<file path="config.mk">
export PLATFORM = sky130hd
export DESIGN_NAME = trap_sequencer
export DESIGN_NICKNAME = d
export VERILOG_FILES = /design/src/rtl/trap_sequencer.sv
export SDC_FILE = /design/constraint.sdc
export NUM_CORES = 1
export LEC_CHECK = 0
export ABC_AREA = 1
export BUFFER_PORTS_ARGS = -buffer_cell sky130_fd_sc_hd__buf_2
export CORE_ASPECT_RATIO = 0.75
export CORE_UTILIZATION = 57
export DETAILED_ROUTE_END_ITERATION = 10
export PLACE_DENSITY = 0.8
export SLEW_MARGIN = 20
export SYNTH_ARGS = -nofsm -noshare
export SYNTH_HDL_FRONTEND = slang
export SYNTH_SLANG_ARGS = --single-unit
</file>
<file path="constraint.sdc">
create_clock -name clk -period 1.8 [get_ports clk]
set_input_delay 0.09 -clock clk [delete_from_list [all_inputs] [get_ports clk]]
set_output_delay 0.09 -clock clk [all_outputs]
set_load 0.01 [all_outputs]
</file>
<file path="src/rtl/trap_sequencer.sv">
// rtl/trap_sequencer.sv - mapper trap arbiter and NMI sequencer
// Latches io/watchdog/ext trap sources, pulses nmi_n, and holds trap_state until supervisor exit.
module trap_sequencer #(
  parameter int NMI_WIDTH = 4,
  parameter int WDOG_W    = 16
) (
  input  logic              clk,
  input  logic              reset,
  input  logic              m1_n,
  input  logic              io_violation,
  input  logic              ext_nmi_req,
  input  logic              virtual_enable,
  input  logic              trap_exit,
  input  logic              wdog_load,
  input  logic [WDOG_W-1:0] wdog_value,
  output logic              nmi_n,
  output logic              trap_state,
  output logic              capture_addr,
  output logic [1:0]        cause,
  output logic              busy
);

  localparam int NW = $clog2(NMI_WIDTH + 1);

  typedef enum logic [2:0] {IDLE, CAPTURE, ASSERT, WAIT_ACK, TRAP} state_t;

  state_t            state;
  logic [NW-1:0]     nmi_cnt;
  logic [1:0]        cause_next;
  logic              m1_s1, m1_s2, m1_s3;
  logic              ext_prev;
  logic              m1_fall, ext_rise;
  logic [WDOG_W-1:0] wd_cnt;
  logic              wd_dec, wd_expire;
  logic              p_io, p_wd, p_ext;
  logic              sel_io, sel_wd, sel_ext;

  // m1_n is asynchronous to clk; the third flop only serves edge detection
  always_ff @(posedge clk or posedge reset) begin
    if (reset) begin
      m1_s1    <= 1'b1;
      m1_s2    <= 1'b1;
      m1_s3    <= 1'b1;
      ext_prev <= 1'b0;
    end else begin
      m1_s1    <= m1_n;
      m1_s2    <= m1_s1;
      m1_s3    <= m1_s2;
      ext_prev <= ext_nmi_req;
    end
  end

  assign m1_fall  = m1_s3 & ~m1_s2;
  assign ext_rise = ext_nmi_req & ~ext_prev;

  assign wd_dec    = m1_fall && virtual_enable && !trap_state && (wd_cnt != '0);
  assign wd_expire = !wdog_load && wd_dec && (wd_cnt == WDOG_W'(1));

  always_ff @(posedge clk or posedge reset) begin
    if (reset) begin
      wd_cnt <= '0;
    end else if (wdog_load) begin
      wd_cnt <= wdog_value;
    end else if (wd_dec) begin
      wd_cnt <= wd_cnt - WDOG_W'(1);
    end
  end

  assign sel_io  = (state == IDLE) && virtual_enable && p_io;
  assign sel_wd  = (state == IDLE) && virtual_enable && !p_io && p_wd;
  assign sel_ext = (state == IDLE) && virtual_enable && !p_io && !p_wd && p_ext;

  // A new request arriving on the clk its flag is served re-arms the flag
  always_ff @(posedge clk or posedge reset) begin
    if (reset) begin
      p_io  <= 1'b0;
      p_wd  <= 1'b0;
      p_ext <= 1'b0;
    end else if (!virtual_enable) begin
      p_io  <= 1'b0;
      p_wd  <= 1'b0;
      p_ext <= 1'b0;
    end else begin
      p_io  <= io_violation | (p_io & ~sel_io);
      p_wd  <= wd_expire | (p_wd & ~sel_wd);
      p_ext <= ext_rise | (p_ext & ~sel_ext);
    end
  end

  always_ff @(posedge clk or posedge reset) begin
    if (reset) begin
      state        <= IDLE;
      nmi_n        <= 1'b1;
      trap_state   <= 1'b0;
      capture_addr <= 1'b0;
      cause        <= 2'b00;
      cause_next   <= 2'b00;
      busy         <= 1'b0;
      nmi_cnt      <= '0;
    end else begin
      capture_addr <= 1'b0;
      if (!virtual_enable) begin
        state      <= IDLE;
        nmi_n      <= 1'b1;
        trap_state <= 1'b0;
        cause      <= 2'b00;
        busy       <= 1'b0;
      end else begin
        case (state)
          IDLE: begin
            if (sel_io || sel_wd || sel_ext) begin
              state        <= CAPTURE;
              capture_addr <= 1'b1;
              busy         <= 1'b1;
              cause_next   <= sel_io ? 2'b01 : (sel_wd ? 2'b10 : 2'b11);
            end
          end
          CAPTURE: begin
            state   <= ASSERT;
            nmi_n   <= 1'b0;
            nmi_cnt <= NW'(NMI_WIDTH);
          end
          ASSERT: begin
            nmi_cnt <= nmi_cnt - NW'(1);
            if (nmi_cnt == NW'(1)) begin
              state <= WAIT_ACK;
              nmi_n <= 1'b1;
            end
          end
          WAIT_ACK: begin
            if (m1_fall) begin
              state      <= TRAP;
              trap_state <= 1'b1;
              cause      <= cause_next;
            end
          end
          TRAP: begin
            if (trap_exit) begin
              state      <= IDLE;
              trap_state <= 1'b0;
              cause      <= 2'b00;
              busy       <= 1'b0;
            end
          end
          default: state <= IDLE;
        endcase
      end
    end
  end

endmodule
</file>
# Word-level counts from Yosys, hierarchy flattened
# Cells that the tools add are included.
# word_totals
reg_bits,37
inputBits,24
output_inout_bits,6
elab_cells,102
# op_classes
addsub,2
n_eq_ne,13
n_mux,31
bitwise,13
n_reduce_logical,27
# op_table
op,n
$mux 16,2
$eq 16x1->1 const B,1
$reduce_bool 16->1,1
$sub 16x1->16 const B,1
$mux 3,5
$pmux 3 s5,1
$mux 1,14
$logic_and 1x1->1,11
$ne 3x1->1 const B,3
$ne 3x3->1 const B,3
$reduce_and 3->1,3
$mux 2,4
$eq 3x1->1 const B,2
$eq 3x2->1 const B,2
$pmux 1 s2,3
$pmux 3 s2,1
$and 1x1->1,5
$not 1->1,5
$logic_not 1->1,4
$pmux 2 s2,1
$reduce_and 2->1,2
$reduce_and 4->1,1
$reduce_bool 2->1,2
$eq 3x3->1 const B,1
5 further kinds,8

# Logic depth before layout (Yosys ltp)
# Gate-level depths: netlist of run 1.
# logic_depth
ltp_word,9
depth_mapped,10
ltp_nobuf,9

# Least setup slack after synthesis of run 1
# No wires, ideal clock.
# synth_timing
path_kind,reg2reg
startpoint,register wd_cnt[0]
endpoint,register wd_cnt[14]
setup_time_ns,0.124
arrival_ns,1.316
required_ns,1.676
path_slack_ns,0.360
stages_incl_launch_ff,10
path_buffers,0
period_less_slack_ns,1.440
path_cell_list,dfrtp_1 -> inv_1 -> ha_1 -> nand2_1 -> nor2_1 -> nand2_1 -> nand2_1 -> nand2_1 -> nand2_1 -> nand3_1
# synth_between
elab_chain_cells,3
elab_cells_between_ends,6
cone_classes,1 x add/sub; 2 x mux; 3 x reduce/logical
# synth_rtl
item,line,source
start: declaration,33,logic [WDOG_W-1:0] wd_cnt;
start signal: assignment,63,wd_cnt <= wdog_value;
start signal: assignment,65,wd_cnt <= wd_cnt - WDOG_W'(1);
$sub 16x1->16 / $reduce_bool 16->1 (equally long branches),"65, 56",
$mux 16 / $logic_and 1x1->1 (equally long branches),"64, 56",
$mux 16 / $reduce_bool 2->1 (equally long branches),--,
# Parallel ways exist; a longest one is shown, timed or not. The select of a mux whose other input is x is not followed.
# A chain may end at the register's enable or synchronous reset.

# Worst setup path in the final report of run 1
# layout_timing
startpoint,register wd_cnt[0]
endpoint,register wd_cnt[10]
# Same word-level chain as after synthesis.

==> qor.txt, run 1 <==
setup bufs post-CTS = 0
global routing's busiest layer = met2
CTS Buf Count = 5
vias after detailed routing = 1869
fin area = 0.00243 sq mm
Pre-Repair DR Iteration Count = 4
PwrDens = 1130 mW/mm^2
post-route ant nets = 0
worst path bufs/invs = 1
WP data required = 1.98 ns
Tot Pwr = 2.74 mW
clock skew = 0.00537 ns
Synth Area in XOR/XNOR = 2.53%
met3 Use GR = 5.52%
met1 Usage GRT = 35.9%
Ys Warns = 0
crit path capture type = flop
final setup vio count = 0
EDFF count, synth = 0
met2 Usage GRT = 42.0%
final setup TNS = 0 ns
vias in the first global route = 1681
DP HPWL = 3140 um
Placer Congestion = 0.892
layout cell share with drive strength beyond 1 = 17.8%
Die X = 71.7 um
non-filler instance count after layout = 360
Post-Synth Simple-Gate Area = 36.3%
status = complete, no violations
clk sinks = 37
register bit total from synthesis = 37
net switching power = 0.968 mW
fin crit period = 1.63 ns
Root Driver = clkbuf_8
Cells after Synth = 281
Peak VDD IR = 0.790 mV
cell family with most CP delay = simple AND/OR/NAND/NOR gates
Gate power share = 29.5%
sequential-to-total area share from yosys stat = 44.8%
Unique masters post-synth = 26
Crit Path Category = flop to flop
I/O Pins = 30
Initial Utilization = 61.5%
port bufs = 29
first-pass GRT wire length = 7580 um
fmax = 614 MHz
max_cap viols = 0
largest net degree at the start of global routing = 38
Die Y = 54.3 um
Hold Path Class = input port to flop
Int Pwr = 1.77 mW
commonest non-fill, non-tap cell in the layout = nand2_1
latest clock arrival within the worst-skew pair = 0.29 ns
nets = 348
commonest non-fill, non-tap cells in the layout = 105 x nand2_1, 33 x dfrtp_1, 32 x nor2_1, 29 x buf_2, 27 x inv_1
mux cell area share after synthesis = 0%
Critical Path Source Type = flop
Fin. Hold Viols = 0
GRT Total Usage = 26.3%
CP Data Arrival Time = 1.80 ns
CTS tree = built
Avg Vias per Cell = 5.19
placed insts = 349
clock transition at the registers of the reported paths = 0.08 ns
Synth Flop Type = dfrtp_1
slew margin rel. = 69.0%
Synth Area in Adders = 3.01%
Worst Path Max Fanout = 6
Die Area = 0.00389 sq mm
FP Rows = 18
routed length per placed instance = 12.8 um
Final Max Tran Viols = 0
sequential power share = 42.7%
H-tree level count = 2
Clk pwr share = 27.8%
largest family of logic cells by synthesized area = simple AND/OR/NAND/NOR gates
Crit path top cell by count = nand2_1
WL final = 4610 um
crit share post-route = 90.4%
sw frac = 35.4%
Post-Syn Nets = 310
Leakage = 1.25 nW
DR DRC count = 0
CP Cell Sequence = inv_1 > ha_1 > nand2_1 > nor2_1 > nand2_1 > nand2_1 > nand2_1 > nand2_1 > nand3_1
Worst-Margin Slew = 0.465 ns
placeable core area = 0.00338 sq mm
area grow syn2layout = 17.0%
syn avg cell area = 7.39 sq um
diodes inserted = 0
Synth Area in Compound Gates = 6.63%
initial antenna violation count = 0
asr flop ratio synth = 100%
synthesized area = 0.00208 sq mm
Final Core Density = 71.9%
CP peak stage delay = 0.42 ns
Placed Area = 0.00228 sq mm
CP max-delay cell = dfrtp_1
RSZ-0062 raised after global routing = false
initial drt markers = 129
grt total ovfl = 0
Max clock buf depth = 2
==> worst register-to-register path, stage by stage, from the launching register on <==
cell and delay [ns]:
dfrtp_1 0.42, inv_1 0.17, ha_1 0.21, nand2_1 0.13, nor2_1 0.26, nand2_1 0.08
nand2_1 0.07, nand2_1 0.05, nand2_1 0.06, nand3_1 0.07
==> final timing paths <==
| path | startpoint | end | slack (ns) | cells past startpoint |
|---|---|---|---|---|
| max | wd_cnt[0]$_DFFE_PP0P_ | wd_cnt[10]$_DFFE_PP0P_ | 0.17 | 9 |
| min | wdog_value[7] | wd_cnt[7]$_DFFE_PP0P_ | 0.01 | 3 |
| max reg2reg | wd_cnt[0]$_DFFE_PP0P_ | wd_cnt[10]$_DFFE_PP0P_ | 0.17 | 9 |
| min reg2reg | m1_s1$_DFF_PP1_ | m1_s2$_DFF_PP1_ | 0.36 | 0 |
| max in group asynchronous | reset | nmi_n$_DFFE_PP1P_ | 0.99 | 4 |
| min in group asynchronous | reset | nmi_cnt[1]$_DFFE_PP0P_ | 0.46 | 4 |
==> sequential cells by signal, indices dropped and copies added, names as in the netlist <==
signal and count:
m1_s3 1, busy 1, wd_cnt 16, p_io 1
m1_s2 1, cause_next 2, trap_state 1, p_ext 1
state 3, nmi_n 1, capture_addr 1, nmi_cnt 3
p_wd 1, cause 2, m1_s1 1, ext_prev 1
==> metal layers <==
layer	up-vias	share of wire (%)
li1	960	-
met3	7	6.9
met5	-	0
met2	73	43
met1	829	49
met4	0	1.3
==> area by class of cell <==
type                       instances  area (sq um)
tap                               40          50.0
clock buffer                       6          82.6
inverter                          29           109
clock inverter                     2          37.5
timing repair buffer              35           210
fill                             275           948
sequential                        37           931
multi-input combinational        211          1010
==> Yosys cell counts, drive strengths merged, types with 3 or more instances <==
cell | instances | area, sq um
nor2 | 38 | 155
nand4 | 3 | 18.8
xor2 | 5 | 43.8
ha | 5 | 62.6
a21oi | 4 | 31.3
nand2 | 107 | 407
dfrtp | 33 | 826
nand3 | 22 | 110
inv | 29 | 109
dfstp | 4 | 105
o21ai | 11 | 55.1
nand3b | 5 | 37.5
==> cells by family after synthesis <==
| family | after synthesis |
|---|---|
| AO/OA/AOI/OAI | 22 |
| XOR/XNOR | 6 |
| adder cells (fa/ha/maj) | 5 |
| buffers and inverters | 33 |
| flip-flops | 37 |
| AND/OR/NAND/NOR | 178 |
==> power by group through the flow <==
stage	Combinational [mW]	Sequential [mW]	Clock [mW]
floorplan	0.552	1.17	0
global placement	0.762	1.17	0
detailed placement	0.778	1.18	0
CTS	0.803	1.17	0.775
global route	0.924	1.19	0.802
finish	0.807	1.17	0.760
==> metrics by stage <==
stage | worst slack, ns | hold WS [ns]
4_1_cts | 0.0809 | 0.0105
3_5_place_dp | 0.157 | 0.200
6_report | 0.173 | 0.0103
5_1_grt | 0.0470 | 0.0264
3_3_place_gp | 0.225 | 0.194
2_1_floorplan | 0.360 | 0.0945
==> what timing repair did <==
action,4_1_cts,5_1_grt
hold buffers,3,0
setup endpoints to repair,0,2
gates resized for setup,0,1
endpoints found under the hold margin,35,0
No activity file was read; power rests on OpenSTA's default activity.
==> inputs of run 2 (changes only) <==
--- a/config.mk
+++ b/config.mk
@@ -5,12 +5,13 @@
 export SDC_FILE = /design/constraint.sdc
 export NUM_CORES = 1
 export LEC_CHECK = 0
-export ABC_AREA = 1
+export ABC_AREA = 0
+export ABC_CLOCK_PERIOD_IN_PS = 1800
 export BUFFER_PORTS_ARGS = -buffer_cell sky130_fd_sc_hd__buf_2
 export CORE_ASPECT_RATIO = 0.75
 export CORE_UTILIZATION = 57
 export DETAILED_ROUTE_END_ITERATION = 10
-export PLACE_DENSITY = 0.8
+export PLACE_DENSITY = 0.79
 export SLEW_MARGIN = 20
 export SYNTH_ARGS = -nofsm -noshare
 export SYNTH_HDL_FRONTEND = slang
==> run 2 against run 1 <==
Against the previous run: the flow now finishes with violations (setup timing); via count up 8.6%; sequential power is 9% lower; hold slack better by 0.0017 ns; critical endpoint is now wd_cnt[5]$_DFFE_PP0P_; critical path depth down 3; clock skew grew 0.0045 ns; maximum frequency down 9.6%; largest cell class unchanged; first-iteration DRC count increased by 25%; total power fell by 8.5%; cell area up 14%.
==> qor.txt, run 2 <==
vias in the first global route = 1734 (+3.2%)
EDFF count, synth = 0 (unchanged)
violated checks = setup timing
latest clock arrival within the worst-skew pair = 0.30 ns (about the same)
CTS tree = built
Crit Path Category = flop to flop
FF-to-FF Start = m1_s3$_DFF_PP1_
DR DRC count = 0 (unchanged)
WP data required = 2.03 ns (+0.05 ns)
commonest non-fill, non-tap cell in the layout = buf_4
Avg Vias per Cell = 6.06 (+17%)
top flop regs = wd_cnt: 16 flops, nmi_cnt: 3 flops, state: 3 flops
Worst Setup SP = m1_s3$_DFF_PP1_
most common cell in the netlist = dfrtp_1
Final Max Tran Viols = 0 (unchanged)
crit share post-route = 100% (+9.7 points)
CTS Buf Count = 5 (unchanged)
Die Y = 54.7 um (+0.73%)
routed length per placed instance = 16.3 um (+27%)
Max clock buf depth = 2 (unchanged)
synthesized area = 0.00211 sq mm (+1.5%)
max reg flops = 16 (unchanged)
grt total ovfl = 0 (unchanged)
WL final = 5460 um (+19%)
clk sinks = 37 (unchanged)
Peak VDD IR = 0.920 mV (+16%)
fin worst setup slack = -0.00112 ns (-0.174 ns)
Largest Register = wd_cnt
final setup vio count = 1 (+1)
Final Core Density = 81.6% (+9.6 points)
Worst-Margin Slew = 0.670 ns (+0.204 ns)
RSZ-0062 raised after global routing = true
register bit total from synthesis = 37 (unchanged)
Leakage = 1.26 nW (+1.2%)
H-tree level count = 2 (unchanged)
Initial Utilization = 62.0% (+0.51 points)
largest net degree at the start of global routing = 28 (-26%)
Worst Reg2Reg Path Length in Cells = 6 (-3)
Die Area = 0.00395 sq mm (+1.5%)
Critical Path Source Type = flop
post-route ant nets = 0 (unchanged)
clock skew = 0.00984 ns (+0.00447 ns)
commonest non-fill, non-tap cells in the layout = 33 x buf_4, 31 x dfrtp_1, 29 x buf_2, 14 x nor2_1, 12 x nand2_1
Placer Congestion = 0.859 (-3.7%)
Ys Warns = 0 (unchanged)
status = finished with violations
R2R Path End = wd_cnt[5]$_DFFE_PP0P_
sequential-to-total area share from yosys stat = 44.2% (-0.66 points)
Critical Path End = wd_cnt[5]$_DFFE_PP0P_
area grow syn2layout = 31.6%
Pre-Repair DR Iteration Count = 4 (unchanged)
fmax = 555 MHz (-9.6%)
Area contributors post-synth = dfrtp_1 39%, dfstp_2 5.0%, or4_1 3.2%, ha_1 3.0%, o31ai_1 2.8%
first-pass GRT wire length = 8180 um (+7.9%)
Post-Syn Nets = 249 (-20%)
Post-synth top cells = 33 x dfrtp_1, 15 x nor2_1, 13 x nand2_1, 10 x a21oi_1, 10 x inv_1
clock transition at the registers of the reported paths = 0.07 ns (about the same)
GRT Total Usage = 28.3% (+2.0 points)
final setup TNS = -0.00112 ns (-0.00112 ns)
Hold Path Class = input port to flop
FP Rows = 18 (unchanged)
Root Driver = clkbuf_8
initial drt markers = 161 (+25%)
Cells after Synth = 220 (-22%)
Die X = 72.2 um (+0.73%)
fin crit period = 1.80 ns (+0.174 ns)
Worst Path Max Fanout = 5 (-1)
Reg2Reg Setup Slack = -0.001 ns (-0.17 ns)
vias after detailed routing = 2030 (+8.6%)
I/O Pins = 30 (unchanged)
Synth Flop Type = dfrtp_1
crit path capture type = flop
layout cell share with drive strength beyond 1 = 35.1% (+17 points)
top cell type's share of synthesized area = 39.2% (-0.59 points)
placeable core area = 0.00340 sq mm (+0.67%)
diodes inserted = 0 (unchanged)
syn avg cell area = 9.58 sq um (+30%)
initial antenna violation count = 0 (unchanged)
DP HPWL = 3460 um (+9.9%)
Unique masters post-synth = 50 (+92%)
port bufs = 29 (unchanged)
slew margin rel. = 55.3% (-14 points)
Fin. Hold Viols = 0 (unchanged)
CP Data Arrival Time = 2.03 ns (+0.23 ns)
asr flop ratio synth = 100% (unchanged)
Synth area leader = dfrtp_1
PwrDens = 903 mW/mm^2 (-20%)
nets = 313 (-10%)
max_cap viols = 0 (unchanged)
-- run 2: kinds of logic (layout without fill, tap and decap cells) --
logic type	after synthesis	after routing	synth area share (%)
AOI/OAI and AO/OA	60	60	19.7
adders and majority gates	5	5	2.97
buffers and inverters	22	86	5.58
DFF	37	37	44.2
muxes	2	2	0.950
and+or+nand+nor	94	95	26.6
-- run 2: metrics by stage --
| step | area (sq um) | cells | setup slack [ns] | power [mW] | hold WS, ns |
|---|---|---|---|---|---|
| 6_report | 2770 | 335 | -0.00112 | 2.51 | 0.0120 |
| 5_1_grt | 2770 | 335 | -0.105 | 2.62 | 0.0194 |
| 4_1_cts | 2690 | 333 | -0.0201 | 2.46 | 0.0123 |
| 3_5_place_dp | 2460 | 315 | -0.228 | 1.59 | 0.130 |
| 3_3_place_gp | 2460 | 315 | 0.00352 | 1.57 | 0.121 |
| 2_1_floorplan | 2110 | 220 | 0.0325 | 1.40 | 0.0945 |
-- run 2: worst min-delay path by stage --
stage                         startpoint                endpoint  slack (ns)  cells past startpoint
after floorplan                     m1_n         m1_s1$_DFF_PP1_        0.09                      0
after detailed placement           reset   wd_cnt[7]$_DFFE_PP0P_        0.13                      2
after global routing      wdog_value[13]  wd_cnt[13]$_DFFE_PP0P_        0.02                      3
after global placement             reset   wd_cnt[7]$_DFFE_PP0P_        0.12                      2
after CTS                 wdog_value[13]  wd_cnt[13]$_DFFE_PP0P_        0.01                      3
final                     wdog_value[13]  wd_cnt[13]$_DFFE_PP0P_        0.01                      3
-- run 2: what timing repair did --
item                       CTS  global route
setup buffers                6             2
resized for setup            5            16
pin swaps                    6            12
hold buffers                 3             0
cloned                       1             0
setup endpoints to repair   13            13
hold endpoints to repair    12             0
-- run 2: per-layer routing --
metal | GRT usage [%] | share of wire [%] | vias up
met4 | 8.82 | 0.66 | 0
li1 | - | - | 960
met5 | 0 | 0 | -
met1 | 40.1 | 48 | 989
met2 | 43.1 | 46 | 77
met3 | 6.63 | 5.8 | 4
-- run 2: area by class of cell --
cell class	instances	area, sq um
timing repair buffer	68	465
clock buffer	5	68.8
fill	215	627
sequential	37	933
multi-input combinational	162	1140
tap	50	62.6
inverter	10	37.5
clock inverter	3	65.1
-- run 2: critical path, cell delays in order (launching register included) --
cell      delay [ns]
dfstp_2         0.54
nor4bb_4        0.19
buf_4           0.17
buf_4           0.14
nand4b_1        0.17
or4_1           0.43
nand3_1         0.09
-- run 2: where the power goes --
group          switching [mW]  internal [mW]  total (mW)  leakage, nW
clock network           0.314          0.551       0.865       0.0681
registers               0.127          0.947        1.07        0.447
logic                   0.281          0.285       0.566        0.749
total                   0.722           1.78        2.51         1.26
==> inputs of run 3 (changes only) <==
==> constraint.sdc (replaced) <==
create_clock -name clk -period 1.8 [get_ports clk]
set_input_delay 0.18 -clock clk [delete_from_list [all_inputs] [get_ports clk]]
set_output_delay 0.18 -clock clk [all_outputs]
set_load 0.01 [all_outputs]
==> run 3 against run 2 <==
Against the previous run: the run now ends clean; maximum frequency is 0.25% higher; worst setup slack better by 0.0046 ns; die area stayed put; sequential power hardly changed; cell count is 0.30% lower; non-clock buffer count is 1 lower; via count is 0.15% lower; critical endpoint unchanged.
==> qor.txt, run 3 (synthesis gave the netlist of run 2 again) <==
status = complete, no violations
Die Y = 54.7 um (unchanged)
final setup vio count = 0 (-1)
fin crit period = 1.80 ns (-0.00457 ns)
clk sinks = 37 (unchanged)
Crit Path Category = flop to flop
Initial Utilization = 62.0% (unchanged)
crit path capture type = flop
Largest Register = wd_cnt
Final Max Tran Viols = 0 (unchanged)
clock skew = 0.00970 ns (-0.000139 ns)
FP Rows = 18 (unchanged)
I/O Pins = 30 (unchanged)
placed insts = 315 (unchanged)
max reg flops = 16 (unchanged)
placeable core area = 0.00340 sq mm (unchanged)
area grow syn2layout = 31.1%
Leakage = 1.26 nW (-0.33%)
final setup TNS = 0 ns (+0.00112 ns)
Fin. Hold Viols = 0 (unchanged)
Reg2Reg Setup Slack = 0.003 ns (about the same)
Worst-Margin Slew = 0.678 ns (+0.00833 ns)
clock transition at the registers of the reported paths = 0.07 ns (about the same)
Tot Pwr = 2.50 mW (-0.16%)
fill count = 216 (+0.47%)
Pre-Repair DR Iteration Count = 4 (unchanged)
H-tree level count = 2 (unchanged)
CP Data Arrival Time = 2.02 ns (about the same)
RSZ-0062 raised after global routing = true
GRT Total Usage = 28.2% (-0.041 points)
largest net degree at the start of global routing = 28 (unchanged)
layout cell share with drive strength beyond 1 = 35.2% (+0.12 points)
initial drt markers = 144 (-11%)
WP data required = 2.03 ns (about the same)
max_cap viols = 0 (unchanged)
Placer Congestion = 0.859 (unchanged)
fmax = 557 MHz (+0.25%)
initial antenna violation count = 0 (unchanged)
Peak VDD IR = 0.922 mV (+0.25%)
commonest non-fill, non-tap cell in the layout = buf_4
fin worst setup slack = 0.00345 ns (+0.00457 ns)
port bufs = 29 (unchanged)
vias in the first global route = 1728 (-0.35%)
Max clock buf depth = 2 (unchanged)
routed length per placed instance = 16.4 um (+0.34%)
vias after detailed routing = 2027 (-0.15%)
diodes inserted = 0 (unchanged)
slew margin rel. = 54.7% (-0.56 points)
Hold Path Class = input port to flop
Multi-input gate area = 0.00114 sq mm (unchanged)
CTS tree = built
first-pass GRT wire length = 8170 um (-0.17%)
CTS Buf Count = 5 (unchanged)
commonest non-fill, non-tap cells in the layout = 33 x buf_4, 31 x dfrtp_1, 29 x buf_2, 14 x nor2_1, 12 x nand2_1
WL final = 5460 um (about the same)
Die X = 72.2 um (unchanged)
latest clock arrival within the worst-skew pair = 0.30 ns (about the same)
non-filler instance count after layout = 334 (-0.30%)
top flop regs = wd_cnt: 16 flops, nmi_cnt: 3 flops, state: 3 flops
DR DRC count = 0 (unchanged)
worst slack, placed = -0.228 ns (unchanged)
Critical Path Source Type = flop
Root Driver = clkbuf_8
Die Area = 0.00395 sq mm (unchanged)
Avg Vias per Cell = 6.07 (+0.15%)
nets = 312 (-0.32%)
DP HPWL = 3460 um (unchanged)
PwrDens = 905 mW/mm^2 (+0.21%)
post-route ant nets = 0 (unchanged)
register area = 933 sq um (unchanged)
crit share post-route = 99.8% (-0.25 points)
Worst Path Max Fanout = 5 (unchanged)
grt total ovfl = 0 (unchanged)
-- run 3: cell count changes in the layout (fill, tap and decap cells not counted), sizes merged --
cell / before / now
dlygate4sd3: 3 / 2
-- run 3: path summary, 6_finish.rpt --
kind | start | to | cells past startpoint
worst min register to register | m1_s1$_DFF_PP1_ | m1_s2$_DFF_PP1_ | 0
worst min-delay path | ext_nmi_req | ext_prev$_DFF_PP0_ | 1
min in group asynchronous | reset | wd_cnt[6]$_DFFE_PP0P_ | 3
worst max register to register | m1_s3$_DFF_PP1_ | wd_cnt[5]$_DFFE_PP0P_ | 6
worst max-delay path | m1_s3$_DFF_PP1_ | wd_cnt[5]$_DFFE_PP0P_ | 6
max in group asynchronous | reset | m1_s2$_DFF_PP1_ | 4
-- run 3: layer usage --
layer  part of all wire [%]  track usage [%]  routed length (um)  vias to the layer above
li1                       -                -                   -                      959
met1                     48             40.1                2600                      980
met2                     45             43.0                2450                       82
met3                    7.0             6.63                 380                        6
met4                   0.60             8.82                  33                        0
met5                      0                0                   0                        -
-- run 3: critical path, cell delays in order (launching register included) --
cell	delay [ns]
dfstp_2	0.54
nor4bb_4	0.19
buf_4	0.17
buf_4	0.14
nand4b_1	0.16
or4_1	0.43
nand3_1	0.09
-- run 3: repair_timing --
item	in CTS	in global routing
endpoints found under the setup margin	13	13
buffers inserted	6	2
resized for setup	5	16
gates cloned	1	0
pin swaps	6	12
hold buffers	2	0
hold endpoints to repair	11	0
-- run 3: through the flow --
stage | utilization [%] | area, sq um | hold slack [ns]
3_3_place_gp | 72.3 | 2460 | 0.211
3_5_place_dp | 72.3 | 2460 | 0.220
6_report | 81.3 | 2760 | 0.00861
4_1_cts | 78.9 | 2680 | 0.0102
5_1_grt | 81.3 | 2760 | 0.00146
2_1_floorplan | - | 2110 | 0.184
-- run 3: layout make-up --
| type | instances | share of cell area [%] |
|---|---|---|
| clock inverter | 3 | 2.35 |
| tap | 50 | 2.26 |
| inverter | 10 | 1.36 |
| timing repair buffer | 67 | 16.5 |
| sequential | 37 | 33.8 |
| multi-input combinational | 162 | 41.3 |
| clock buffer | 5 | 2.49 |
-- run 3: report_power, final --
group          internal [mW]  total [mW]  switching [mW]
Clock                  0.551       0.864           0.313
Sequential             0.947        1.07           0.127
Combinational          0.283       0.563           0.279
